$ cat config.mk
export PLATFORM = sky130hd
export DESIGN_NAME = sram_march_seq_flat
export DESIGN_NICKNAME = d
export VERILOG_FILES = /design/src/rtl/sram_test_pkg.sv /design/src/rtl/sram_march_seq_if.sv /design/src/rtl/march_addr_gen.sv /design/src/rtl/sram_march_seq.sv /design/src/flat_wrapper.sv
export SDC_FILE = /design/constraint.sdc
export NUM_CORES = 1
export LEC_CHECK = 0
export ABC_AREA = 1
export BUFFER_PORTS_ARGS = -buffer_cell sky130_fd_sc_hd__buf_2
export CORE_ASPECT_RATIO = 0.9
export CORE_MARGIN = 2
export CORE_UTILIZATION = 50
export CTS_BUF_LIST = sky130_fd_sc_hd__clkbuf_16
export DETAILED_ROUTE_END_ITERATION = 8
export GPL_TIMING_DRIVEN = 1
export HOLD_SLACK_MARGIN = 0.1
export PLACE_DENSITY = 0.82
export SETUP_SLACK_MARGIN = 0.4
export SLEW_MARGIN = 20
export SYNTH_ARGS = -nofsm -noshare
export SYNTH_HDL_FRONTEND = slang
export SYNTH_SLANG_ARGS = --single-unit
$ cat constraint.sdc
create_clock -name clk -period 2.43 [get_ports clk]
set_input_delay 0 -clock clk [delete_from_list [all_inputs] [get_ports clk]]
set_output_delay 0 -clock clk [all_outputs]
set_load 0.02 [all_outputs]
$ cat src/rtl/sram_test_pkg.sv
// Shared definitions for the SRAM March C- sequencer: FSM states and the
// six-element march table (direction, op count, op kind and data polarity).
package sram_test_pkg;

    typedef enum logic [2:0] {
        ST_IDLE  = 3'd0,
        ST_ISSUE = 3'd1,
        ST_WAIT  = 3'd2,
        ST_ADV   = 3'd3,
        ST_FIN   = 3'd4
    } march_state_t;

    typedef logic [2:0] elem_idx_t;

    localparam elem_idx_t FIRST_ELEM = 3'd0;
    localparam elem_idx_t LAST_ELEM  = 3'd5;

    // One march element: address direction, whether it has a second op,
    // and for each op whether it writes and whether it uses ~pattern.
    typedef struct packed {
        logic down;
        logic two_ops;
        logic we0;
        logic inv0;
        logic we1;
        logic inv1;
    } march_elem_t;

    function automatic march_elem_t march_elem(input elem_idx_t idx);
        march_elem_t e;
        case (idx)
            3'd0:    e = '{down: 1'b0, two_ops: 1'b0, we0: 1'b1, inv0: 1'b0, we1: 1'b0, inv1: 1'b0};
            3'd1:    e = '{down: 1'b0, two_ops: 1'b1, we0: 1'b0, inv0: 1'b0, we1: 1'b1, inv1: 1'b1};
            3'd2:    e = '{down: 1'b0, two_ops: 1'b1, we0: 1'b0, inv0: 1'b1, we1: 1'b1, inv1: 1'b0};
            3'd3:    e = '{down: 1'b1, two_ops: 1'b1, we0: 1'b0, inv0: 1'b0, we1: 1'b1, inv1: 1'b1};
            3'd4:    e = '{down: 1'b1, two_ops: 1'b1, we0: 1'b0, inv0: 1'b1, we1: 1'b1, inv1: 1'b0};
            3'd5:    e = '{down: 1'b0, two_ops: 1'b0, we0: 1'b0, inv0: 1'b0, we1: 1'b0, inv1: 1'b0};
            default: e = '{down: 1'b0, two_ops: 1'b0, we0: 1'b0, inv0: 1'b0, we1: 1'b0, inv1: 1'b0};
        endcase
        return e;
    endfunction

    function automatic logic elem_down(input elem_idx_t idx);
        march_elem_t e;
        e = march_elem(idx);
        return e.down;
    endfunction

    function automatic logic elem_two_ops(input elem_idx_t idx);
        march_elem_t e;
        e = march_elem(idx);
        return e.two_ops;
    endfunction

    function automatic logic op_we(input elem_idx_t idx, input logic op);
        march_elem_t e;
        e = march_elem(idx);
        return op ? e.we1 : e.we0;
    endfunction

    function automatic logic op_inv(input elem_idx_t idx, input logic op);
        march_elem_t e;
        e = march_elem(idx);
        return op ? e.inv1 : e.inv0;
    endfunction

endpackage

$ cat src/rtl/sram_march_seq_if.sv
// Single-word SRAM controller port driven by the march sequencer.
interface sram_march_seq_if #(
    parameter int AW = 10,
    parameter int DW = 8
);
    logic          m_req;
    logic          m_we;
    logic [AW-1:0] m_addr;
    logic [DW-1:0] m_wdata;
    logic          m_ack;
    logic [DW-1:0] m_rdata;

    modport master (
        output m_req, m_we, m_addr, m_wdata,
        input  m_ack, m_rdata
    );

    modport slave (
        input  m_req, m_we, m_addr, m_wdata,
        output m_ack, m_rdata
    );
endinterface

$ cat src/rtl/march_addr_gen.sv
// Loadable up/down address counter for march elements; 'last' flags the
// final address of the current element's sweep direction.
module march_addr_gen #(
    parameter int AW = 10
) (
    input  logic          clk,
    input  logic          reset_n,
    input  logic          load,
    input  logic          load_down,
    input  logic          step,
    input  logic          dir_down,
    output logic [AW-1:0] addr,
    output logic          last
);

    localparam logic [AW-1:0] ADDR_MIN = {AW{1'b0}};
    localparam logic [AW-1:0] ADDR_MAX = {AW{1'b1}};
    localparam logic [AW-1:0] ADDR_ONE = {{(AW-1){1'b0}}, 1'b1};

    logic [AW-1:0] addr_r;

    // address counter: load picks the sweep start, step moves one word
    always_ff @(posedge clk) begin
        if (!reset_n) begin
            addr_r <= ADDR_MIN;
        end else if (load) begin
            addr_r <= load_down ? ADDR_MAX : ADDR_MIN;
        end else if (step) begin
            addr_r <= dir_down ? (addr_r - ADDR_ONE) : (addr_r + ADDR_ONE);
        end
    end

    assign addr = addr_r;
    assign last = dir_down ? (addr_r == ADDR_MIN) : (addr_r == ADDR_MAX);

endmodule

$ cat src/rtl/sram_march_seq.sv
// March C- sequencer: sweeps the whole SRAM through the controller port,
// compares each read and reports pass/fail plus first-failure details.
module sram_march_seq
    import sram_test_pkg::*;
#(
    parameter int AW  = 10,
    parameter int DW  = 8,
    parameter int ECW = 16
) (
    input  logic            clk,
    input  logic            reset_n,
    input  logic            start,
    input  logic [DW-1:0]   pattern,
    input  logic            stop_on_fail,
    output logic            busy,
    output logic            done,
    output logic            pass,
    output logic [AW-1:0]   fail_addr,
    output logic [DW-1:0]   fail_exp,
    output logic [DW-1:0]   fail_act,
    output logic [ECW-1:0]  err_cnt,
    sram_march_seq_if.master m
);

    localparam logic [ECW-1:0] ERR_ZERO = {ECW{1'b0}};
    localparam logic [ECW-1:0] ERR_MAX  = {ECW{1'b1}};
    localparam logic [ECW-1:0] ERR_ONE  = {{(ECW-1){1'b0}}, 1'b1};

    march_state_t   state_r, state_n;
    elem_idx_t      elem_r, elem_n_s;
    logic           op_r, op_n_s;
    logic [DW-1:0]  pat_r, pat_sel_s, data_n_s;
    logic           stop_r, mis_r;
    logic           busy_r, done_r, pass_r;
    logic           m_req_r, m_we_r, we_n_s;
    logic [DW-1:0]  m_wdata_r;
    logic [AW-1:0]  fail_addr_r;
    logic [DW-1:0]  fail_exp_r, fail_act_r;
    logic [ECW-1:0] err_cnt_r;

    logic           start_go_s, issue_s, fin_s, step_s, load_s;
    logic           ack_s, rd_mis_s, last_op_s, cur_down_s;
    logic [AW-1:0]  addr_s;
    logic           addr_last_s;

    march_addr_gen #(.AW(AW)) u_addr_gen (
        .clk       (clk),
        .reset_n   (reset_n),
        .load      (load_s),
        .load_down (elem_down(elem_n_s)),
        .step      (step_s),
        .dir_down  (cur_down_s),
        .addr      (addr_s),
        .last      (addr_last_s)
    );

    assign cur_down_s = elem_down(elem_r);
    assign last_op_s  = !elem_two_ops(elem_r) || op_r;
    assign ack_s      = ((state_r == ST_ISSUE) || (state_r == ST_WAIT)) && m.m_ack;
    // m_wdata_r carries the op's data background, which is also the read expectation
    assign rd_mis_s   = ack_s && !m_we_r && (m.m_rdata != m_wdata_r);
    assign pat_sel_s  = start_go_s ? pattern : pat_r;
    assign we_n_s     = op_we(elem_n_s, op_n_s);
    assign data_n_s   = op_inv(elem_n_s, op_n_s) ? ~pat_sel_s : pat_sel_s;

    // FSM state register
    always_ff @(posedge clk) begin
        if (!reset_n) begin
            state_r <= ST_IDLE;
        end else begin
            state_r <= state_n;
        end
    end

    // next state and march-walk strobes: op first, then address, then element
    always_comb begin
        state_n    = state_r;
        start_go_s = 1'b0;
        issue_s    = 1'b0;
        fin_s      = 1'b0;
        step_s     = 1'b0;
        load_s     = 1'b0;
        elem_n_s   = elem_r;
        op_n_s     = op_r;
        case (state_r)
            ST_IDLE: begin
                if (start) begin
                    start_go_s = 1'b1;
                    issue_s    = 1'b1;
                    load_s     = 1'b1;
                    elem_n_s   = FIRST_ELEM;
                    op_n_s     = 1'b0;
                    state_n    = ST_ISSUE;
                end else begin
                    state_n    = ST_IDLE;
                end
            end
            ST_ISSUE, ST_WAIT: begin
                if (m.m_ack) begin
                    state_n = ST_ADV;
                end else begin
                    state_n = ST_WAIT;
                end
            end
            ST_ADV: begin
                if (stop_r && mis_r) begin
                    fin_s   = 1'b1;
                    state_n = ST_FIN;
                end else if (!last_op_s) begin
                    op_n_s  = 1'b1;
                    issue_s = 1'b1;
                    state_n = ST_ISSUE;
                end else if (!addr_last_s) begin
                    op_n_s  = 1'b0;
                    step_s  = 1'b1;
                    issue_s = 1'b1;
                    state_n = ST_ISSUE;
                end else if (elem_r != LAST_ELEM) begin
                    elem_n_s = elem_r + 3'd1;
                    op_n_s   = 1'b0;
                    load_s   = 1'b1;
                    issue_s  = 1'b1;
                    state_n  = ST_ISSUE;
                end else begin
                    fin_s   = 1'b1;
                    state_n = ST_FIN;
                end
            end
            ST_FIN: begin
                state_n = ST_IDLE;
            end
            default: begin
                state_n = ST_IDLE;
            end
        endcase
    end

    // run control, bus request and result registers
    always_ff @(posedge clk) begin
        if (!reset_n) begin
            elem_r      <= FIRST_ELEM;
            op_r        <= 1'b0;
            pat_r       <= {DW{1'b0}};
            stop_r      <= 1'b0;
            mis_r       <= 1'b0;
            busy_r      <= 1'b0;
            done_r      <= 1'b0;
            pass_r      <= 1'b0;
            m_req_r     <= 1'b0;
            m_we_r      <= 1'b0;
            m_wdata_r   <= {DW{1'b0}};
            fail_addr_r <= {AW{1'b0}};
            fail_exp_r  <= {DW{1'b0}};
            fail_act_r  <= {DW{1'b0}};
            err_cnt_r   <= ERR_ZERO;
        end else begin
            done_r <= fin_s;
            if (start_go_s) begin
                pat_r       <= pattern;
                stop_r      <= stop_on_fail;
                mis_r       <= 1'b0;
                busy_r      <= 1'b1;
                pass_r      <= 1'b0;
                fail_addr_r <= {AW{1'b0}};
                fail_exp_r  <= {DW{1'b0}};
                fail_act_r  <= {DW{1'b0}};
                err_cnt_r   <= ERR_ZERO;
            end else if (fin_s) begin
                busy_r <= 1'b0;
                pass_r <= (err_cnt_r == ERR_ZERO);
            end
            if (issue_s) begin
                m_req_r   <= 1'b1;
                m_we_r    <= we_n_s;
                m_wdata_r <= data_n_s;
                elem_r    <= elem_n_s;
                op_r      <= op_n_s;
            end else if (ack_s) begin
                m_req_r <= 1'b0;
            end
            if (ack_s) begin
                mis_r <= rd_mis_s;
                if (rd_mis_s) begin
                    if (err_cnt_r != ERR_MAX) begin
                        err_cnt_r <= err_cnt_r + ERR_ONE;
                    end
                    if (err_cnt_r == ERR_ZERO) begin
                        fail_addr_r <= addr_s;
                        fail_exp_r  <= m_wdata_r;
                        fail_act_r  <= m.m_rdata;
                    end
                end
            end
        end
    end

    assign busy      = busy_r;
    assign done      = done_r;
    assign pass      = pass_r;
    assign fail_addr = fail_addr_r;
    assign fail_exp  = fail_exp_r;
    assign fail_act  = fail_act_r;
    assign err_cnt   = err_cnt_r;

    assign m.m_req   = m_req_r;
    assign m.m_we    = m_we_r;
    assign m.m_addr  = addr_s;
    assign m.m_wdata = m_wdata_r;

endmodule
$ cat src/flat_wrapper.sv
// flat-port wrapper written by rule: the top's interface ports become plain ports
module sram_march_seq_flat import sram_test_pkg::*;
#(
    parameter int AW  = 10,
    parameter int DW  = 8,
    parameter int ECW = 16
)
  (clk, reset_n, start, pattern, stop_on_fail, busy, done, pass, fail_addr, fail_exp, fail_act, err_cnt, m_m_req, m_m_we, m_m_addr, m_m_wdata, m_m_ack, m_m_rdata);
  sram_march_seq_if #(.AW(AW), .DW(DW)) m_i ();
  input  logic clk;
  input  logic reset_n;
  input  logic start;
  input  logic [DW-1:0] pattern;
  input  logic stop_on_fail;
  output logic busy;
  output logic done;
  output logic pass;
  output logic [AW-1:0] fail_addr;
  output logic [DW-1:0] fail_exp;
  output logic [DW-1:0] fail_act;
  output logic [ECW-1:0] err_cnt;
  output wire logic [$bits(m_i.m_req)-1:0] m_m_req;
  output wire logic [$bits(m_i.m_we)-1:0] m_m_we;
  output wire logic [$bits(m_i.m_addr)-1:0] m_m_addr;
  output wire logic [$bits(m_i.m_wdata)-1:0] m_m_wdata;
  input wire logic [$bits(m_i.m_ack)-1:0] m_m_ack;
  input wire logic [$bits(m_i.m_rdata)-1:0] m_m_rdata;
  assign m_m_req = m_i.m_req;
  assign m_m_we = m_i.m_we;
  assign m_m_addr = m_i.m_addr;
  assign m_m_wdata = m_i.m_wdata;
  assign m_i.m_ack = m_m_ack;
  assign m_i.m_rdata = m_m_rdata;
  sram_march_seq #(.AW(AW), .DW(DW), .ECW(ECW)) u_core (.clk(clk), .reset_n(reset_n), .start(start), .pattern(pattern), .stop_on_fail(stop_on_fail), .busy(busy), .done(done), .pass(pass), .fail_addr(fail_addr), .fail_exp(fail_exp), .fail_act(fail_act), .err_cnt(err_cnt), .m(m_i));
endmodule
### Word level (Yosys, flattened, before mapping)

Cells that the tools add are included.

* register bits after elaboration: 82
* output and inout bits: 65

* reductions and logical operators: 19
* bitwise gates (word level): 2
* add/sub/neg operators: 4
* mux-type cells: 72
* equality and inequality tests: 15

Operators by type and width (count)
* two-way mux 10 bit: 8
* two-way mux 8 bit: 10
* two-way mux 16 bit: 4
* one-hot mux 6 bit (5 select lines): 2
* two-way mux 1 bit: 34
* two-way mux 3 bit: 9
* equality test 3 x 2 -> 1 bit (second input constant): 6
* adder 16 x 1 -> 16 bit (second input constant): 1
* zero test 16 bit: 1
* inequality test 16 bit (second input constant): 1
* adder 10 x 1 -> 10 bit (second input constant): 1
* equality test 10 bit (second input constant): 1
* zero test 10 bit: 1
* subtractor 10 x 1 -> 10 bit (second input constant): 1
* equality test 3 x 1 -> 1 bit (second input constant): 3
* zero test 3 bit: 3
* one-hot mux 3 bit (3 select lines): 1
* inequality test 8 bit: 1
* inverter 8 bit: 1
* nonzero test 2 bit: 4
* equality test 3 bit (second input constant): 2
* one-hot mux 1 bit (2 select lines): 3
* one-hot mux 3 bit (2 select lines): 1
* logical AND 1 bit: 4
* 6 further kinds: 9

### Longest topological paths before layout

* word-level depth: 11
* gate-level depth with buffers: 19
* mapped depth without buffers: 19

### Modules after synthesis

From an unflattened synthesis, not the netlist that was laid out.

* cell total of the unflattened synthesis: 639
* area, all modules: 4544.4 um2

By module, submodules not included
* sram_march_seq: cells each 498, instances 1, area an instance 3652.3 um2
* march_addr_gen: cells each 141, instances 1, area an instance 892.1 um2

### Least setup slack after synthesis

Ideal clock, no wire load.

* path type: reg-to-reg
* from: reg u_core.elem_r[0]
* to: reg u_core.u_addr_gen.addr_r[7], in the netlist u_core.u_addr_gen.addr[7]
* arrival: 2152 ps
* slack: 167 ps
* buffers on the path: 0
* required time: 2319 ps
* stages on the path, launching flop included: 17
* path through: dfxtp_1 > inv_1 > ha_1 > inv_1 > nand2_1 > nand2_4 > inv_4 > ha_1 > inv_1 > nor3_1 > a21oi_1 > o21ai_0 > a21oi_1 > o21ai_0 > nand3_1 > nand3_1 > inv_1

* cells in the longest elaborated chain, start to end: 11
* elaborated cells on any way between the ends: 37

RTL lines
* from (decl): line sram_march_seq.sv:30 `elem_idx_t elem_r, elem_n_s;`
* from (signal assigned): line sram_march_seq.sv:176 `elem_r <= elem_n_s;`
* equality test 3 bit (tied with other cells): line sram_test_pkg.sv:31 `case (idx)`
* one-hot mux 6 bit (5 select lines): line sram_test_pkg.sv:31
* two-way mux 1 bit / zero test 1 bit (equally long branches): line march_addr_gen.sv:34, sram_march_seq.sv:58
* two-way mux 3 bit / logical OR 1 bit (equally long branches): line sram_march_seq.sv:113, sram_march_seq.sv:58
* two-way mux 3 bit: line sram_march_seq.sv:109 `end else if (!last_op_s) begin`
* two-way mux 3 bit: line sram_march_seq.sv:106 `if (stop_r && mis_r) begin`
* one-hot mux 3 bit (2 select lines): line sram_march_seq.sv:85 `case (state_r)`
* equality test 3 bit (tied with other cells): line sram_test_pkg.sv:31
* one-hot mux 6 bit (5 select lines)
* two-way mux 10 bit: line march_addr_gen.sv:27 `addr_r <= load_down ? ADDR_MAX : ADDR_MIN;`
* two-way mux 10 bit: line march_addr_gen.sv:26 `end else if (load) begin`
* to (signal assigned): line march_addr_gen.sv:27
* to (signal assigned): line march_addr_gen.sv:29 `addr_r <= dir_down ? (addr_r - ADDR_ONE) : (addr_r + ADDR_ONE);`
* to (decl): line march_addr_gen.sv:20 `logic [AW-1:0] addr_r;`

Several ways; a longest one is shown, not always the timed one. The select of a mux whose other input is x is not followed.
A chain may end at the register's enable or synchronous reset.

### Worst setup path in the final report

* from: reg u_core.elem_r[1]
* to: reg u_core.m_wdata_r[6], in the netlist u_core.m.m_wdata[6]

* cells in the longest elaborated chain, start to end: 11
* elaborated cells on any way between the ends: 35

RTL lines
* equality test 3 bit (tied with other cells): line sram_test_pkg.sv:31
* one-hot mux 6 bit (5 select lines): line sram_test_pkg.sv:31
* two-way mux 1 bit / zero test 1 bit (equally long branches): line march_addr_gen.sv:34, sram_march_seq.sv:58
* two-way mux 3 bit / logical OR 1 bit (equally long branches): line sram_march_seq.sv:113, sram_march_seq.sv:58
* two-way mux 3 bit: line sram_march_seq.sv:109
* two-way mux 3 bit: line sram_march_seq.sv:106
* one-hot mux 3 bit (2 select lines): line sram_march_seq.sv:85
* equality test 3 bit (tied with other cells): line sram_test_pkg.sv:31
* one-hot mux 6 bit (5 select lines): line sram_test_pkg.sv:31
* two-way mux 1 bit: line sram_test_pkg.sv:64 `return op ? e.inv1 : e.inv0;`
* two-way mux 8 bit: line sram_march_seq.sv:64 `assign data_n_s = op_inv(elem_n_s, op_n_s) ? ~pat_sel_s : pat_sel_s;`
* to (signal assigned): line sram_march_seq.sv:151 `m_wdata_r <= {DW{1'b0}};`
* to (signal assigned): line sram_march_seq.sv:175 `m_wdata_r <= data_n_s;`
* to (decl): line sram_march_seq.sv:36 `logic [DW-1:0] m_wdata_r;`

Several ways; a longest one is shown, not always the timed one.

==> qor.txt <==
CP Class: reg2reg
leading area contributor after synthesis: dfxtp_1
Core ar.: 8690 sq um
clock-pin transition on the worst setup and hold timing paths: 0.06 ns
root buf cell: clkbuf_16
area of the die: 9850 sq um
most frequent cell after synthesis: nand2_1
vias in the first global route: 4820
final worst path period need: 2.40 ns
area share of and/or/nand/nor cells after synthesis: 31.4%
Layout Utilization: 74.7%
Clock Skew: 0.00815 ns
via count: 5387
Sw Pwr: 0.00139 W
DR pass1 iterations: 6
Clk network pwr share: 30.7%
P&R area growth vs syn: 43.0%
post-synth top area share: 36.2%
Synth async-reset ratio: 0%
most used flip-flop cell after synthesis: dfxtp_1
Seq/Total Area, Yosys: 36.2%
Max stage delay on crit path: 0.39 ns
WP buf/inv: 3
Slew @ Worst Pin: 0.479 ns
Leak: 3.05 nW
Synth Area in Compound Gates: 16.2%
crit end category: flip-flop
Post-synth EDFFs: 0
Yosys reg bits: 82
Die W: 104 microns
layout net count: 840
ANT cells: 0
Worst Path Arrival: 2.64 ns
Sw Share: 34.8%
I/O pins: 86
GP Congestion: 0.964
Total Routing Usage GR: 28.0%
synth warn: 0
clk sinks: 82
crit start category: flip-flop
Hold Vio Cnt, Final: 0
syn_area_per_cell: 6.84 sq um
Post-synth top cells: 125 x nand2_1, 92 x inv_1, 82 x dfxtp_1
violation count after the first detailed-route iteration: 414
status: completed
final hold slack: 0.209 ns
Initial Utilization: 52.2%
main combinational cell family by area after synthesis: simple AND/OR/NAND/NOR gates
Slew HR: 68.1%
sequence of cells on the critical path: inv_4 > ha_1 > o21ai_4 > nand2_4 > a21oi_4 > nand4_1 > inv_1 > nand2_1 > nand2_2 > nand2_4 > nand2_4 > nand3_4 > nand2_1 > nand3_1 > nand2_1 > inv_1
PD cells: 615 nW/um^2
largest net degree at the start of global routing: 53
fmax: 417 MHz
vias per cell: 5.81
crit share post-route: 98.8%
remaining antenna violation count: 0
Crit Path Max Fanout: 8
CTS tree: done
Seq pwr share: 40.3%
Longest Clk Path Bufs: 2
Syn Std Cell Area: 4540 sq um
fillcell total: 619
initial antenna violation count: 0
hpwl dp: 8950 microns
Mapped Cells: 663
setup slack, reg-to-reg: 0.03 ns
CP top delay family: simple AND/OR/NAND/NOR gates
Final Max Tran Viols: 0
area share of fa/ha/maj cells after synthesis: 4.30%
final WL: 16200 microns
first-pass GRT wire length: 22300 microns
share of post-route cells with drive strength above 1: 35.6%
Comb power frac: 29.1%
Net Count, Synth: 699
max_cap viols: 0
Row Count: 32
IR drop worst, VDD: 0.512 mV
Worst Hold Class: in2reg
multiplexer area fraction after synthesis: 0%
Remaining DRCs: 0
Clock Latency Late Sink: 0.34 ns
gr ovfl total: 0
WL/cell: 17.5 microns
Post-Synth XOR/XNOR Area: 1.54%
Worst path slowest cell: dfxtp_4
endpoints failing setup: 0
Die Ht: 94.4 microns
Synth cell types: 42
I/O Buffers: 85
RSZ-0062 raised after global routing: true
cts bufs inserted: 9
H-tree Lvls: 3
Internal: 0.00260 W
Worst EP required: 2.67 ns
Synth area leaders: dfxtp_1 36%, nand2_1 10%, inv_1 7.6%
[worst register-to-register path, delay by kind of cell, from the launching register on]
family	cells	cell delay, ns
adders and majority gates	1	0.25
and+or+nand+nor	10	1.03
buffers and inverters	3	0.22
AOI/OAI and AO/OA	2	0.42
DFF	1	0.39
[final timing paths]
check,start,to,cells past startpoint
worst max-delay path,u_core.elem_r[1],u_core.m.m_wdata[6],16
worst min-delay path,m_m_rdata[5],u_core.fail_act[5],4
worst max register to register,u_core.elem_r[1],u_core.m.m_wdata[6],16
worst min register to register,u_core.fail_addr[0],u_core.fail_addr[0],2
[cells in the final DEF, fill, tap and decap left out, types with 4 or more instances in the layout]
master	instances
nand2_4	13
nand3_4	4
dfxtp_2	6
nand2_2	19
or2_2	16
nand3_2	11
ha_4	8
nor2_2	6
inv_1	81
buf_6	7
buf_4	33
nand4_1	17
o211ai_1	6
xor2_1	7
o21ai_0	52
buf_2	85
nand3_1	39
ha_1	5
a21oi_2	7
dlygate4sd3_1	17
nor3_1	16
nor2_1	48
dfxtp_1	72
clkbuf_16	11
inv_2	11
dfxtp_4	4
a211oi_2	9
nand2_1	104
a21oi_1	36
nor3_2	6
[cell families after synthesis]
| group | after synthesis |
|---|---|
| buffers and inverters | 121 |
| and+or+nand+nor | 307 |
| AOI/OAI and AO/OA | 130 |
| DFF | 82 |
| xor gates and xnor gates | 8 |
| adders and majority gates | 15 |
[area by class of cell]
| type | instances | area [sq um] | share of cell area, % |
|---|---|---|---|
| tap | 119 | 149 | 2.30 |
| timing repair buffer | 148 | 1040 | 16.1 |
| sequential | 82 | 1660 | 25.7 |
| multi-input combinational | 464 | 2970 | 45.7 |
| clock buffer | 9 | 225 | 3.47 |
| timing repair inverter | 1 | 11.3 | 0.174 |
| inverter | 98 | 393 | 6.06 |
| clock inverter | 6 | 35.0 | 0.540 |
[power by group through the flow]
| stage | combinational (W) | sequential (W) | clock, W |
|---|---|---|---|
| finish | 0.00116 | 0.00161 | 0.00122 |
| global route | 0.00125 | 0.00162 | 0.00128 |
| CTS | 0.000960 | 0.00160 | 0.00123 |
| detailed placement | 0.000918 | 0.00162 | 0 |
| global placement | 0.000886 | 0.00162 | 0 |
| floorplan | 0.000522 | 0.00171 | 0 |
[flip-flops by register name (all words and copies together), names as in the netlist, 3 cells and up]
name,cells
u_core.fail_exp,8
u_core.u_addr_gen.addr,10
u_core.fail_addr,10
u_core.err_cnt,16
u_core.m.m_wdata,8
u_core.state_r,3
u_core.elem_r,3
u_core.pat_r,8
u_core.fail_act,8
[layer usage]
metal,GRT usage [%],vias up,part of all wire [%]
li1,-,2471,-
met2,49.5,330,49
met5,0,-,0
met4,13.5,0,4.8
met3,6.28,86,8.5
met1,32.4,2500,38
[through the flow]
step	instance area [sq um]	std cells	total power, W	TNS [ns]	setup slack, ns
final	6490	927	0.00399	0	0.0290
after global routing	6490	927	0.00414	-0.526	-0.0753
after CTS	5890	902	0.00378	0	0.166
after detailed placement	5190	858	0.00254	0	0.110
after global placement	5190	858	0.00250	0	0.200
after floorplan	4610	663	0.00223	0	0.379
[what timing repair did]
item	4_1_cts	5_1_grt
gates cloned	4	6
hold buffers	17	1
pin swaps	18	49
gates resized for setup	38	97
endpoints found under the setup margin	25	67
endpoints found under the hold margin	17	1
setup buffers	8	18
(Power assumes the default switching activity.)
